**src/rtl/proc_pkg.sv**
```systemverilog
// Shared processor definitions: ALU op bit indices,
// datapath defaults and memory-stage FSM states.
package proc_pkg;

  localparam int DATA_W_DEF  = 16;
  localparam int ADDR_W_DEF  = 16;
  localparam int RA_W_DEF    = 3;
  localparam int TIMEOUT_DEF = 64;
  localparam int ALU_W       = 12;

  localparam int ALU_ISADD = 0;
  localparam int ALU_ISLD  = 1;
  localparam int ALU_ISST  = 2;
  localparam int ALU_ISSUB = 3;
  localparam int ALU_ISMUL = 4;
  localparam int ALU_ISCMP = 5;
  localparam int ALU_ISAND = 6;
  localparam int ALU_ISOR  = 7;
  localparam int ALU_ISXOR = 8;
  localparam int ALU_ISNOT = 9;
  localparam int ALU_ISLSL = 10;
  localparam int ALU_ISLSR = 11;

  localparam logic [2:0] FLAGS_REG = 3'd7;

  typedef enum logic [1:0] {
    S_IDLE     = 2'd0,
    S_MEM_REQ  = 2'd1,
    S_MEM_WAIT = 2'd2,
    S_WB_HOLD  = 2'd3
  } mas_state_e;

endpackage

```
**src/rtl/mem_wait_timer.sv**
```systemverilog
// Counts cycles spent waiting for a memory response;
// expired_o flags the last allowed wait cycle.
module mem_wait_timer #(
  parameter int TIMEOUT = 64
) (
  input  logic clk,
  input  logic rst_n,
  input  logic clear_i,
  input  logic en_i,
  output logic expired_o
);

  localparam int CW = $clog2(TIMEOUT);
  localparam logic [CW-1:0] LAST = CW'(TIMEOUT - 1);

  logic [CW-1:0] cnt_q, cnt_d;

  // next count: clear wins, saturate at LAST
  always_comb begin
    cnt_d = cnt_q;
    if (clear_i) begin
      cnt_d = '0;
    end else if (en_i && (cnt_q != LAST)) begin
      cnt_d = cnt_q + CW'(1);
    end
  end

  // count register
  always_ff @(posedge clk or negedge rst_n) begin
    if (!rst_n) begin
      cnt_q <= '0;
    end else begin
      cnt_q <= cnt_d;
    end
  end

  assign expired_o = en_i && (cnt_q == LAST);

endmodule

```
**src/rtl/mem_access_stage.sv**
```systemverilog
// Memory-access pipeline stage: turns ld/st ALU results
// into memory requests and emits one writeback per op.
module mem_access_stage
  import proc_pkg::*;
#(
  parameter int DATA_W  = DATA_W_DEF,
  parameter int ADDR_W  = ADDR_W_DEF,
  parameter int RA_W    = RA_W_DEF,
  parameter int TIMEOUT = TIMEOUT_DEF
) (
  input  logic              clk,
  input  logic              rst_n,
  input  logic              in_valid,
  output logic              in_ready,
  input  logic [ALU_W-1:0]  in_alusignals,
  input  logic [DATA_W-1:0] in_aluresult,
  input  logic [DATA_W-1:0] in_stdata,
  input  logic [RA_W-1:0]   in_rd,
  output logic              mem_req_valid,
  input  logic              mem_req_ready,
  output logic              mem_req_we,
  output logic [ADDR_W-1:0] mem_req_addr,
  output logic [DATA_W-1:0] mem_req_wdata,
  input  logic              mem_rsp_valid,
  input  logic [DATA_W-1:0] mem_rsp_rdata,
  output logic              wb_valid,
  input  logic              wb_ready,
  output logic              wb_we,
  output logic [RA_W-1:0]   wb_rd,
  output logic [DATA_W-1:0] wb_data,
  output logic              mem_err
);

  mas_state_e state_q, state_d;

  logic [ADDR_W-1:0] addr_q, addr_d;
  logic [DATA_W-1:0] wdata_q, wdata_d;
  logic [RA_W-1:0]   rd_q, rd_d;
  logic              we_q, we_d;

  logic              wb_valid_q, wb_valid_d;
  logic              wb_we_q, wb_we_d;
  logic [RA_W-1:0]   wb_rd_q, wb_rd_d;
  logic [DATA_W-1:0] wb_data_q, wb_data_d;
  logic              err_q, err_d;

  logic op_mem, op_st, op_we;
  logic accept, tmr_clear, tmr_en, tmr_expired;

  // WB_HOLD behaves like IDLE for accepts so ALU ops stream
  assign in_ready = ((state_q == S_IDLE) || (state_q == S_WB_HOLD))
                    && (!wb_valid_q || wb_ready);
  assign accept   = in_valid && in_ready;

  assign tmr_clear = (state_q == S_MEM_REQ) && mem_req_ready;
  assign tmr_en    = (state_q == S_MEM_WAIT);

  mem_wait_timer #(
    .TIMEOUT (TIMEOUT)
  ) u_timer (
    .clk       (clk),
    .rst_n     (rst_n),
    .clear_i   (tmr_clear),
    .en_i      (tmr_en),
    .expired_o (tmr_expired)
  );

  // op class: ld beats st, memory beats everything else
  always_comb begin
    op_mem = 1'b0;
    op_st  = 1'b0;
    op_we  = 1'b0;
    priority case (1'b1)
      in_alusignals[ALU_ISLD]: op_mem = 1'b1;
      in_alusignals[ALU_ISST]: begin
        op_mem = 1'b1;
        op_st  = 1'b1;
      end
      in_alusignals[ALU_ISCMP],
      ~|in_alusignals:         op_we = 1'b0;
      default:                 op_we = 1'b1;
    endcase
  end

  // next state, capture and writeback record
  always_comb begin
    state_d    = state_q;
    addr_d     = addr_q;
    wdata_d    = wdata_q;
    rd_d       = rd_q;
    we_d       = we_q;
    wb_valid_d = wb_valid_q;
    wb_we_d    = wb_we_q;
    wb_rd_d    = wb_rd_q;
    wb_data_d  = wb_data_q;
    err_d      = err_q;
    unique case (state_q)
      S_IDLE, S_WB_HOLD: begin
        if (wb_valid_q && wb_ready) begin
          wb_valid_d = 1'b0;
          state_d    = S_IDLE;
        end
        if (accept) begin
          if (op_mem) begin
            addr_d  = in_aluresult[ADDR_W-1:0];
            wdata_d = in_stdata;
            rd_d    = in_rd;
            we_d    = op_st;
            state_d = S_MEM_REQ;
          end else begin
            wb_valid_d = 1'b1;
            wb_we_d    = op_we;
            wb_rd_d    = in_rd;
            wb_data_d  = in_aluresult;
            state_d    = S_WB_HOLD;
          end
        end
      end
      S_MEM_REQ: begin
        if (mem_req_ready) begin
          state_d = S_MEM_WAIT;
        end
      end
      S_MEM_WAIT: begin
        if (mem_rsp_valid) begin
          wb_valid_d = 1'b1;
          wb_we_d    = !we_q;
          wb_rd_d    = rd_q;
          wb_data_d  = we_q ? '0 : mem_rsp_rdata;
          state_d    = S_WB_HOLD;
        end else if (tmr_expired) begin
          err_d      = 1'b1;
          wb_valid_d = 1'b1;
          wb_we_d    = 1'b0;
          wb_rd_d    = rd_q;
          wb_data_d  = '0;
          state_d    = S_WB_HOLD;
        end
      end
      default: state_d = S_IDLE;
    endcase
  end

  // state and datapath registers
  always_ff @(posedge clk or negedge rst_n) begin
    if (!rst_n) begin
      state_q    <= S_IDLE;
      addr_q     <= '0;
      wdata_q    <= '0;
      rd_q       <= '0;
      we_q       <= 1'b0;
      wb_valid_q <= 1'b0;
      wb_we_q    <= 1'b0;
      wb_rd_q    <= '0;
      wb_data_q  <= '0;
      err_q      <= 1'b0;
    end else begin
      state_q    <= state_d;
      addr_q     <= addr_d;
      wdata_q    <= wdata_d;
      rd_q       <= rd_d;
      we_q       <= we_d;
      wb_valid_q <= wb_valid_d;
      wb_we_q    <= wb_we_d;
      wb_rd_q    <= wb_rd_d;
      wb_data_q  <= wb_data_d;
      err_q      <= err_d;
    end
  end

  assign mem_req_valid = (state_q == S_MEM_REQ);
  assign mem_req_we    = we_q;
  assign mem_req_addr  = addr_q;
  assign mem_req_wdata = wdata_q;

  assign wb_valid = wb_valid_q;
  assign wb_we    = wb_we_q;
  assign wb_rd    = wb_rd_q;
  assign wb_data  = wb_data_q;
  assign mem_err  = err_q;

endmodule

```
**config.mk**
```make
export PLATFORM = sky130hd
export DESIGN_NAME = mem_access_stage
export DESIGN_NICKNAME = d
export VERILOG_FILES = /design/src/rtl/proc_pkg.sv /design/src/rtl/mem_wait_timer.sv /design/src/rtl/mem_access_stage.sv
export SDC_FILE = /design/constraint.sdc
export NUM_CORES = 1
export LEC_CHECK = 0
export ABC_AREA = 1
export CAP_MARGIN = 10
export CORE_UTILIZATION = 44
export DETAILED_ROUTE_END_ITERATION = 12
export PLACE_DENSITY_LB_ADDON = 0.08
export SETUP_SLACK_MARGIN = 0.02
export SLEW_MARGIN = 20
export SYNTH_ARGS = -nofsm -noshare
export SYNTH_HDL_FRONTEND = slang
export SYNTH_SLANG_ARGS = --single-unit
export TNS_END_PERCENT = 50
```
**constraint.sdc**
```tcl
create_clock -name clk -period 1.77 [get_ports clk]
set_input_delay 0.4425 -clock clk [delete_from_list [all_inputs] [get_ports clk]]
set_output_delay 0.4425 -clock clk [all_outputs]
set_load 0.01 [all_outputs]
```
Word-level counts from Yosys, hierarchy flattened

Cells that the tools add are included.

Logic and storage cells: 82
Flip-flop bits (word level): 66
Bits of input ports: 69

$add $sub $neg: 1
Mux-type cells: 37
Reductions and logical operators: 22
Equal/unequal tests: 10
Bitwise gates (word level): 1

Operators by type and width:

| operator            | number |
|---|---|
| $mux 16             | 5 |
| $pmux 16 s2         | 1 |
| $mux 1              | 15 |
| $mux 2              | 6 |
| $mux 3              | 4 |
| $mux 6              | 2 |
| $reduce_or 12->1    | 1 |
| $reduce_and 3->1    | 3 |
| $add 6x1->6 const B | 1 |
| $eq 6x6->1 const B  | 1 |
| $logic_and 1x1->1   | 6 |
| $ne 3x3->1 const B  | 2 |
| $ne 6x6->1 const B  | 1 |
| $pmux 2 s3          | 1 |
| $pmux 3 s2          | 1 |
| $eq 2x2->1 const B  | 2 |
| $ne 2x2->1 const B  | 2 |
| $pmux 1 s2          | 2 |
| $reduce_and 4->1    | 1 |
| $reduce_bool 2->1   | 2 |
| $reduce_or 2->1     | 2 |
| $logic_not 1->1     | 3 |
| $eq 2x1->1 const B  | 1 |
| $logic_not 2->1     | 1 |
| 4 further kinds     | 5 |

Depth between registers and ports, before layout

Gate-level depths: netlist of the first run.

Depth after elaboration: 9
Mapped depth: 12
Mapped depth without buffers: 10

Hierarchy

Synthesis of the first run repeated with hierarchy kept, for this count alone.

Cells, all modules: 391
Area total of the unflattened synthesis: 3243.1 sq um

Modules (own cells, without submodules):

| module           | cells an instance | area each (sq um) | times used |
|---|---|---|---|
| mem_access_stage | 337               | 2840.2            | 1 |
| mem_wait_timer   | 54                | 402.9             | 1 |

Least setup slack after synthesis of the first run

Ideal clock, no wire load.

Kind: register -> register
Start: register state_q[0]
End: register addr_q[12], in the netlist mem_req_addr[12]
Cell stages (with the launch flop): 11
Setup time: 0.118 ns
Slack: 0.173 ns
Data arrival time: 1.480 ns
Cell sequence: dfrtp_1 inv_1 ha_1 inv_2 nor2_4 nand2_4 nor2_8 inv_4 buf_6 nand2_1 o21ai_2

Longest elaborated chain between the ends: 5
Elaborated cells on any way between the ends: 7

Ends and longest elaborated chain:

| element                                              | line                    | text |
|---|---|---|
| from (decl)                                          | mem_access_stage.sv:34  | `mas_state_e state_q, state_d;` |
| from (signal assigned)                               | mem_access_stage.sv:158 | `state_q <= state_d;` |
| $eq 2x2->1 / $logic_not 2->1 (equally long branches) | mem_access_stage.sv:51  | `assign in_ready = ((state_q == S_IDLE) \|\| (state_q == S_WB_HOLD))` |
| $logic_or 1x1->1 *                                   | mem_access_stage.sv:51  |  |
| $logic_and 1x1->1 *                                  | mem_access_stage.sv:52  | `&& (!wb_valid_q \|\| wb_ready);` |
| via in_ready                                         | mem_access_stage.sv:14  | `output logic in_ready,` |
| $logic_and 1x1->1 *                                  | mem_access_stage.sv:53  | `assign accept = in_valid && in_ready;` |
| $reduce_and 3->1 (no line) *                         | --                      |  |
| to (signal assigned)                                 | mem_access_stage.sv:159 | `addr_q <= addr_d;` |
| to (decl)                                            | mem_access_stage.sv:36  | `logic [ADDR_W-1:0] addr_q, addr_d;` |

Mark *: on every way through the listed nets, which the timed path passes. The rest lies on a longest branch.
A chain may end at the register's enable or synchronous reset.

Worst setup path after layout of the first run

Start: register state_q[1]
End: output port in_ready

Longest elaborated chain between the ends: 3
Elaborated cells on any way between the ends: 4

Ends and longest elaborated chain:

| element                                              | line |
|---|---|
| $eq 2x2->1 / $logic_not 2->1 (equally long branches) | mem_access_stage.sv:51 |
| $logic_or 1x1->1 *                                   | mem_access_stage.sv:51 |
| $logic_and 1x1->1 *                                  | mem_access_stage.sv:52 |
| to (decl)                                            | mem_access_stage.sv:14 |

Every way passes the cells marked *; elsewhere a longest branch is shown, timed or not.

==> results.txt, run 1 <==
Slew Viols, Final: 0
Max_cap viols: 0
Crit-path max FO: 2
LEAKAGE: 0.002471 uW
Worst path slowest cell: dfrtp_1
Largest net degree at the start of global routing: 67
Wire per inst: 12.64 um
Syn_nets: 457
Adder-Cell Fraction of Synth Area: 1.183%
Vias: 2914
Area grow syn2layout: 52.64%
Max Clock Skew: 0.004621 ns
Worst hold path class: in -> async
Routed WL: 7.926 mm
CTS Buf Count: 9
Final period util: 96.86%
Most frequent cells in the layout: nand2_1, clkdlybuf4s50_1, dfrtp_1, inv_1, o21ai_2
Final setup vio count: 0
Mapped Cells: 385
Seq/Total Area, Yosys: 52.05%
Largest family of logic cells by synthesized area: simple AND/OR/NAND/NOR gates
Nets@finish: 599
Max_slew headroom: 76.27%
Core Area: 0.006869 sq mm
Worst-path cell chain: ha_4, inv_2, nor2_4, buf_6
H-tree levels: 3
RSZ-0062 raised after global routing: yes
Routability Congestion: 0.8087
Die Ht: 86.92 um
Hold WS: 0.1164 ns
Die width: 86.92 um
Mux share of post-synthesis cell area: 0%
Critical Path Source Type: register
CTS tree: done
Final hold vios: 0
Status: completed
Clk root buf: clkbuf_8
First-pass GRT wire length: 12.67 mm
IO Count: 126
Cell row count: 30
Simple logic cell fraction of the synthesized area: 24.65%
Critical Path Max Stage Delay: 0.42 ns
Yosys warns: 0
Initial antenna violation count: 0
Yosys reg bits: 66
Post-DP HPWL: 5.655 mm
Clk slew on worst S/H paths: 0.07 ns
Initial Util: 46.19%
Die footprint: 0.007555 sq mm
Critical path depth in cells: 4
Least-Margin Pin Slew: 0.3560 ns
Util after Layout: 70.51%
Xor and xnor area share after synthesis: 0.5521%
Pre-antenna DRT Iters: 4
Synthesized cell area: 0.003173 sq mm
Post-route DRC: 0
R2R cell count: 9
Worst vdd ir: 0.0008132 V
Commonest non-fill, non-tap cell in the layout: nand2_1
Post-Place Cells: 610
IO buf count: 125
Complex-gate fraction of the synthesized area: 11.28%
Gr usage total: 21.77%
Fmax: 0.5833 GHz
Delay-heaviest family, CP: flip-flops
Final ANT Viol Nets: 0
DR iter-0 viols: 64
Critical Path End Type: output port
Vias in the first global route: 2837
Tmin final: 1.714 ns
Avg Inst Size Synth: 8.242 sq um
Vias per cell: 4.648
Yosys cell types: 26
Final Instance Count excl. Fillers: 627
CTS Sinks: 66
Arr. time, crit path: 1.27 ns
GR Overflow Total: 0
Fraction of layout cells with a size suffix above 1: 13.18%
Buf+Inv Stages, Crit Path: 2
Pwr dens: 1645 mW/mm^2
Worst skew pair latency: 0.33 ns
Diode count: 0
Clock tree buffer depth: 2
Data required, critical path: 1.33 ns
Crit path kind: reg -> out
[sequential cells by signal (all words and copies together) (netlist names)]
signal	cells
u_timer.cnt_q	6
rd_q	3
mem_req_we	1
wb_data	16
wb_we	1
mem_req_addr	16
state_q	2
wb_valid	1
mem_req_wdata	16
mem_err	1
wb_rd	3
[area by class of cell]
cell class                      instances  area [sq um]
Inverter                               56         212.7
Timing Repair Buffer                  145          1485
Fill cell                             582          2026
Sequential cell                        66          1652
Clock buffer                           11         131.4
Tap cell                               96         120.1
Clock inverter                          4         20.02
Multi-Input combinational cell        249          1222
[Yosys cell counts, drive strengths merged]
| master | n | area (sq um) |
|---|---|---|
| ha | 3 | 37.54 |
| a21oi | 2 | 10.01 |
| or2 | 2 | 12.51 |
| xor2 | 1 | 8.760 |
| a21o | 1 | 7.510 |
| dfrtp | 66 | 1652 |
| o21ai | 33 | 240.2 |
| inv | 56 | 212.7 |
| clkbuf | 2 | 7.510 |
| nor3 | 1 | 5.000 |
| nand2 | 159 | 604.3 |
| buf | 12 | 106.4 |
| nor2 | 21 | 110.1 |
| nand3 | 9 | 50.05 |
| o22ai | 16 | 100.1 |
| xnor2 | 1 | 8.760 |
[report_power, final]
group          internal (uW)  leakage (uW)  switching (uW)
Clock                    491     0.0000827             532
Combinational           2230       0.00155            2170
Sequential              2180      0.000834             365
[cell families (layout without fill, tap and decap cells)]
logic type | Yosys count | in the layout
AND/OR/NAND/NOR | 192 | 192
buffers and inverters | 70 | 216
flip-flops | 66 | 66
AO/OA/AOI/OAI | 52 | 52
adder cells (fa/ha/maj) | 3 | 3
XOR/XNOR | 2 | 2
[metal layers]
metal,track usage [%],share of wire (%),up-vias,wire [um]
met1,27.17,42,1333,3305
met5,0,0,-,0
li1,-,-,1464,-
met3,5.877,8.0,13,636
met4,9.242,1.9,0,151
met2,35.65,48,104,3832
[per-stage QoR]
stage | power (uW) | cell area [sq um] | TNS (ns) | setup slack (ns)
2_1_floorplan | 4791 | 3173 | 0 | 0.1725
3_3_place_gp | 6791 | 4648 | -4.620 | -0.2733
3_5_place_dp | 6920 | 4648 | -8.113 | -0.3267
4_1_cts | 7991 | 4805 | 0 | 0.006454
5_1_grt | 8562 | 4843 | 0 | 0.007564
6_report | 7969 | 4843 | 0 | 0.05556
[final timing paths]
check                                      start                to  slack, ns
worst max-delay path                  state_q[1]          in_ready       0.06
worst min-delay path                       rst_n  u_timer.cnt_q[2]       0.12
worst max register to register  u_timer.cnt_q[1]       wb_data[12]       0.14
worst min register to register       wb_data[14]       wb_data[14]       0.47
max in group asynchronous                  rst_n       wb_data[12]       1.36
min in group clk                     wb_data[14]       wb_data[14]       0.47
[timing repair]
action,CTS,global route
resized for setup,10,6
endpoints found under the setup margin,2,23
hold endpoints to repair,0,0
setup buffers,0,2
hold buffers,0,0
pin swaps,0,2
Power figures use the tool's default switching activity.
==> run 2, diff against run 1 <==
- clock period: 1.77 -> 1.8 ns (I/O delays scaled with it)
==> run 2 against run 1 <==
Net effect: core utilization decreased by 0.40 points; critical path depth is 3 lower; setup slack improved by 0.0086 ns; final cell count shrank 0.48%; clock skew grew 0.0099 ns; non-clock buffer count shrank 2; global-route usage is 0.48 points lower.
==> results.txt, run 2 (synthesis results as in run 1) <==
H-tree levels: 3 (unchanged)
Fraction of layout cells with a size suffix above 1: 12.50% (was 13.18%)
Clk slew on worst S/H paths: 0.07 ns (about the same)
Clk root buf: clkbuf_8 (unchanged)
IO Count: 126 (unchanged)
R2r setup slk: 0.14 ns (about the same)
Worst hold path class: in -> async (unchanged)
Critical Path End Type: output port (unchanged)
Delay-heaviest family, CP: buffers and inverters (was flip-flops)
Die Ht: 86.92 um (unchanged)
Routed WL: 7.667 mm (was 7.926 mm)
Status: completed (unchanged)
Critical R2R Launch: u_timer.cnt_q[0] (was u_timer.cnt_q[1])
DR iter-0 viols: 87 (was 64)
Cell row count: 30 (unchanged)
Core Area: 0.006869 sq mm (unchanged)
Crit path kind: reg -> out (unchanged)
Max_cap viols: 0 (unchanged)
Crit-path max FO: 5 (was 2)
Diode count: 0 (unchanged)
Hold WS: 0.1220 ns (was 0.1164 ns)
Buf+Inv Stages, Crit Path: 1 (was 2)
CTS tree: done (unchanged)
IO buf count: 125 (unchanged)
Post-DP HPWL: 5.653 mm (was 5.655 mm)
Arr. time, crit path: 1.29 ns (was 1.27 ns)
Die width: 86.92 um (unchanged)
Gr usage total: 21.30% (was 21.77%)
Routability Congestion: 0.8091 (was 0.8087)
Vias per cell: 4.633 (was 4.648)
Worst skew pair latency: 0.34 ns (was 0.33 ns)
First-pass GRT wire length: 12.34 mm (was 12.67 mm)
Slew Viols, Final: 0 (unchanged)
Pre-antenna DRT Iters: 4 (unchanged)
Vias: 2891 (was 2914)
Final ANT Viol Nets: 0 (unchanged)
Most frequent cells in the layout: nand2_1, clkdlybuf4s50_1, dfrtp_1, inv_1, o21ai_2 (unchanged)
Fin area: 0.004816 sq mm (was 0.004843 sq mm)
Area grow syn2layout: 51.77% (was 52.64%)
Hold buffers post-CTS: 0 (unchanged)
Critical path depth in cells: 1 (was 4)
Die footprint: 0.007555 sq mm (unchanged)
Largest net degree at the start of global routing: 67 (unchanged)
Wire per inst: 12.29 um (was 12.64 um)
Number of fill cells in the layout: 568 (was 582)
CTS Buf Count: 9 (unchanged)
Initial antenna violation count: 0 (unchanged)
Setup bufs post-CTS: 0 (unchanged)
Final setup vio count: 0 (unchanged)
Pwr dens: 1621 mW/mm^2 (was 1645 mW/mm^2)
Worst path slowest cell: clkdlybuf4s50_1 (was dfrtp_1)
Nets@finish: 597 (was 599)
Worst-path cell chain: clkdlybuf4s50_1 (was ha_4, inv_2, nor2_4, buf_6)
Least-Margin Pin Slew: 0.3579 ns (was 0.3560 ns)
GR Overflow Total: 0 (unchanged)
Tmin final: 1.736 ns
R2R cell count: 9 (unchanged)
LEAKAGE: 0.002441 uW (was 0.002471 uW)
Critical Path Max Stage Delay: 0.56 ns (was 0.42 ns)
Commonest non-fill, non-tap cell in the layout: nand2_1 (unchanged)
Max_slew headroom: 76.05% (was 76.27%)
Fmax: 0.5761 GHz
Worst vdd ir: 0.0007765 V (was 0.0008132 V)
Max Clock Skew: 0.01450 ns (was 0.004621 ns)
Clock tree buffer depth: 2 (unchanged)
Post-route DRC: 0 (unchanged)
Final hold vios: 0 (unchanged)
Final TNS setup: 0 ns (unchanged)
RSZ-0062 raised after global routing: yes (unchanged)
Initial Util: 46.19% (unchanged)
Dpl ws: -0.2842 ns (was -0.3267 ns)
Placed Area: 0.004648 sq mm (unchanged)
Vias in the first global route: 2766 (was 2837)
Final period util: 96.44%
Util after Layout: 70.11% (was 70.51%)
Setup ws final: 0.06414 ns (was 0.05556 ns)
Data required, critical path: 1.35 ns (was 1.33 ns)
RR Endpoint: wb_rd[1] (was wb_data[12])
CTS Sinks: 66 (unchanged)
Critical Path Source Type: register (unchanged)
-- run 2: cell types whose count changed in the layout (fill, tap and decap cells not counted), sizes merged --
cell / before / now
dlymetal6s2s: 2 / 0
clkinv: 4 / 2
clkinvlp: 0 / 1
clkdlybuf4s50: 120 / 122
buf: 23 / 21
-- run 2: how the worst max path moves through the flow --
stage,endpoint,slack [ns],startpoint
after floorplan,mem_req_addr[12],0.20,state_q[0]
after global routing,wb_valid,0.002,wb_valid
after detailed placement,in_ready,-0.28,wb_ready
after CTS,in_ready,0.02,state_q[1]
after global placement,in_ready,-0.26,wb_ready
final,wb_valid,0.06,wb_valid
-- run 2: through the flow --
step	std cells	power [uW]
5_1_grt	624	8401
4_1_cts	624	7867
3_3_place_gp	610	6675
3_5_place_dp	610	6799
2_1_floorplan	385	4712
6_report	624	7806
-- run 2: where the power goes --
part | switching, uW | total, uW | internal (uW)
Combinational | 2090 | 4250 | 2160
Clock | 517 | 1030 | 517
Sequential | 368 | 2520 | 2150
-- run 2: per-layer routing --
metal | global-route usage (%) | up-vias | share of wire (%)
li1 | - | 1459 | -
met1 | 26.17 | 1311 | 44
met2 | 35.00 | 104 | 46
met3 | 6.066 | 17 | 7.8
met4 | 9.242 | 0 | 2.5
met5 | 0 | - | 0
-- run 2: timing repair --
item	CTS	global route
pin swaps	0	2
endpoints found under the setup margin	2	3
gates resized for setup	9	1
-- run 2: final cells by class --
class | count | area, sq um | area share [%]
well taps | 96 | 120.1 | 2.494
flip-flops and latches | 66 | 1652 | 34.29
inverters | 56 | 212.7 | 4.417
repair buffers | 143 | 1465 | 30.42
multi-input cells | 249 | 1207 | 25.07
clock inverters | 3 | 17.52 | 0.3637
clock buffers | 11 | 141.4 | 2.936
==> run 3, diff against run 2 <==
--- a/config.mk
+++ b/config.mk
@@ -11,2 +11,3 @@
 export DETAILED_ROUTE_END_ITERATION = 12
+export MAX_ROUTING_LAYER = met4
 export PLACE_DENSITY_LB_ADDON = 0.08
@@ -16,2 +17,3 @@
 export SYNTH_HDL_FRONTEND = slang
+export SYNTH_HIERARCHICAL = 1
 export SYNTH_SLANG_ARGS = --single-unit
--- a/constraint.sdc
+++ b/constraint.sdc
@@ -3,2 +3,2 @@
 set_output_delay 0.45 -clock clk [all_outputs]
-set_load 0.01 [all_outputs]
+set_load 0.02 [all_outputs]
==> run 3 against run 2 <==
Net effect: hold slack worse by 0.0092 ns; sequential share of layout area down 1.5 points; synthesized cell count up 1.6%; final area up 4.6%; fmax down 2.3%; sequential power about the same; critical path depth up 12; first-iteration DRC count up 28%; critical path type is now reg -> reg; critical endpoint is now wb_data[15]; largest power group unchanged.
==> results.txt, run 3 <==
DR iter-0 viols: 111 (was 87)
CTS Sinks: 66 (unchanged)
Die Ht: 87.85 um (was 86.92 um)
Slew Viols, Final: 0 (unchanged)
Core Area: 0.006944 sq mm (was 0.006869 sq mm)
Clk slew on worst S/H paths: 0.07 ns (about the same)
Worst-path cell chain: ha_4, nand2_4, nor2_4, nand2_4, nor2_4, inv_2, nand3_4, nand2_4, nor3_4, buf_6, buf_6, nand2_2, nand2_2 (was clkdlybuf4s50_1)
Pwr dens: 1719 mW/mm^2 (was 1621 mW/mm^2)
RSZ-0062 raised after global routing: yes (unchanged)
Gr usage total: 22.89% (was 21.30%)
Status: completed (unchanged)
Cell row count: 30 (unchanged)
Die width: 87.85 um (was 86.92 um)
Share of the synthesized area in the top cell type: 50.93% (was 52.05%)
CTS tree: done (unchanged)
Avg Inst Size Synth: 8.294 sq um (was 8.242 sq um)
Final hold vios: 0 (unchanged)
Worst vdd ir: 0.0009949 V (was 0.0007765 V)
Data required, critical path: 2.08 ns (was 1.35 ns)
IO buf count: 125 (unchanged)
Post-Place Cells: 619 (was 610)
Vias: 2996 (was 2891)
Prevailing post-synth register cell: dfrtp_1 (unchanged)
Clk root buf: clkbuf_8 (unchanged)
Dpl ws: -0.3574 ns (was -0.2842 ns)
Hold WS: 0.1128 ns (was 0.1220 ns)
Yosys top cell by area: dfrtp_1 (unchanged)
Critical Path End Type: register (was output port)
Crit path kind: reg -> reg (was reg -> out)
Area of the multi-input gates: 0.001396 sq mm (was 0.001207 sq mm)
Critical Path Max Stage Delay: 0.39 ns (was 0.56 ns)
LEAKAGE: 0.002579 uW (was 0.002441 uW)
Vias per cell: 4.674 (was 4.633)
Final Instance Count excl. Fillers: 641 (was 624)
GR Overflow Total: 0 (unchanged)
Top area cells in the synthesized netlist: dfrtp_1, nand2_1, o21ai_2 (was dfrtp_1, nand2_1, inv_1)
Final setup vio count: 0 (unchanged)
Worst skew pair latency: 0.34 ns (about the same)
Yosys warns: 6 (was 0)
Overall power: 8662 uW (was 7806 uW)
Max Clock Skew: 0.006425 ns (was 0.01450 ns)
Die footprint: 0.007718 sq mm (was 0.007555 sq mm)
Critical Path Source Type: register (unchanged)
Fin area: 0.005039 sq mm (was 0.004816 sq mm)
Mapped Cells: 391 (was 385)
EDFF count, synth: 0 (unchanged)
Yosys cell types: 27 (was 26)
Final ANT Viol Nets: 0 (unchanged)
Clock tree buffer depth: 2 (unchanged)
Vias in the first global route: 2894 (was 2766)
Synthesized cell area: 0.003243 sq mm (was 0.003173 sq mm)
Wire per inst: 12.72 um (was 12.29 um)
Final period util: 98.72% (was 96.44%)
Syn_nets: 463 (was 457)
Area grow syn2layout: 55.36% (was 51.77%)
Max_cap viols: 0 (unchanged)
Seq/Total Area, Yosys: 50.93% (was 52.05%)
Post-route DRC: 0 (unchanged)
Initial Util: 46.70% (was 46.19%)
Nets@finish: 612 (was 597)
Reg area: 0.001652 sq mm (unchanged)
Fmax: 0.5628 GHz (was 0.5761 GHz)
Placed Area: 0.004712 sq mm (was 0.004648 sq mm)
Setup ws final: 0.02301 ns (was 0.06414 ns)
Asr flop ratio synth: 100.0% (unchanged)
Synth cell count leaders: nand2_1, dfrtp_1, inv_1, nand3_1, o21ai_0 (was nand2_1, dfrtp_1, inv_1, o21ai_2)
IO Count: 126 (unchanged)
CP most frequent cell: nand2_4
Worst hold path class: in -> async (unchanged)
Max_slew headroom: 76.32% (was 76.05%)
CTS Buf Count: 9 (unchanged)
Diode count: 0 (unchanged)
Least-Margin Pin Slew: 0.3552 ns (was 0.3579 ns)
Routability Congestion: 0.8299 (was 0.8091)
Post-DP HPWL: 5.852 mm (was 5.653 mm)
Commonest non-fill, non-tap cell in the layout: nand2_1 (unchanged)
Arr. time, crit path: 2.06 ns (was 1.29 ns)
Crit-path max FO: 5 (unchanged)
Worst path slowest cell: dfrtp_1 (was clkdlybuf4s50_1)
Largest net degree at the start of global routing: 67 (unchanged)
Initial antenna violation count: 0 (unchanged)
Yosys reg bits: 66 (unchanged)
Tmin final: 1.777 ns (was 1.736 ns)
Number of fill cells in the layout: 567 (was 568)
H-tree levels: 3 (unchanged)
Routed WL: 8.153 mm (was 7.667 mm)
Fraction of layout cells with a size suffix above 1: 17.61% (was 12.50%)
Pre-antenna DRT Iters: 4 (unchanged)
Count leader, synth: nand2_1 (unchanged)
First-pass GRT wire length: 12.96 mm (was 12.34 mm)
Most frequent cells in the layout: nand2_1, clkdlybuf4s50_1, dfrtp_1, inv_1, nand3_1 (was nand2_1, clkdlybuf4s50_1, dfrtp_1, inv_1, o21ai_2)
run 3: critical path, delay by kind of cell (launching register included):
family | cells | cell delay (ns)
adder cells (fa/ha/maj) | 1 | 0.16
AND/OR/NAND/NOR | 9 | 0.85
buffers and inverters | 3 | 0.31
flip-flops | 1 | 0.39
run 3: what timing repair did:
item,in CTS,in global routing
resized for setup,37,26
hold buffers,0,0
setup buffers,2,2
endpoints found under the hold margin,0,0
cloned,2,0
pin swaps,2,10
setup endpoints to repair,39,58
run 3: worst paths after layout:
check | start | to | slack [ns] | cells past startpoint
min reg2reg | mem_req_wdata[10] | mem_req_wdata[10] | 0.47 | 2
min in group clk | mem_req_wdata[10] | mem_req_wdata[10] | 0.47 | 2
max in group asynchronous | rst_n | mem_req_wdata[13] | 1.40 | 2
min | rst_n | mem_req_we | 0.11 | 2
max reg2reg | u_timer/cnt_q[1] | wb_data[15] | 0.02 | 13
max | u_timer/cnt_q[1] | wb_data[15] | 0.02 | 13
run 3: power by group:
part           leakage (uW)  internal (uW)  switching, uW  total (uW)
clock network     0.0000893            635            555        1190
registers          0.000833           2160            385        2550
logic               0.00166           2220           2700        4920
run 3: per-stage QoR:
step / TNS [ns] / util (%)
2_1_floorplan: 0 / -
3_3_place_gp: -2.112 / 67.86
6_report: 0 / 72.56
3_5_place_dp: -3.911 / 67.86
5_1_grt: -1.207 / 72.56
4_1_cts: -0.02480 / 70.97
run 3: cells by family (layout without fill, tap and decap cells):
kind of cell | Yosys count | after routing | synth area share, %
fa+ha+maj | 3 | 3 | 1.158
flops | 66 | 66 | 50.93
compound gates | 49 | 49 | 10.03
simple gates | 217 | 217 | 29.32
buf+inv | 56 | 210 | 8.565
run 3: metal layers:
metal / global-route usage, % / vias up / part of all wire, %
met4: 8.495 / 0 / 1.3
met3: 6.692 / 8 / 6.8
met2: 37.14 / 99 / 50
li1: - / 1520 / -
met1: 26.92 / 1369 / 42
met5: - / - / 0
run 3: cell type report:
cell class                 count  area share (%)
clock buffer                  11           2.607
clock inverter                 5           1.093
inverter                      40           3.129
multi-input combinational    269           27.71
sequential                    66           32.78
tap                           96           2.384
timing repair buffer         154           30.30
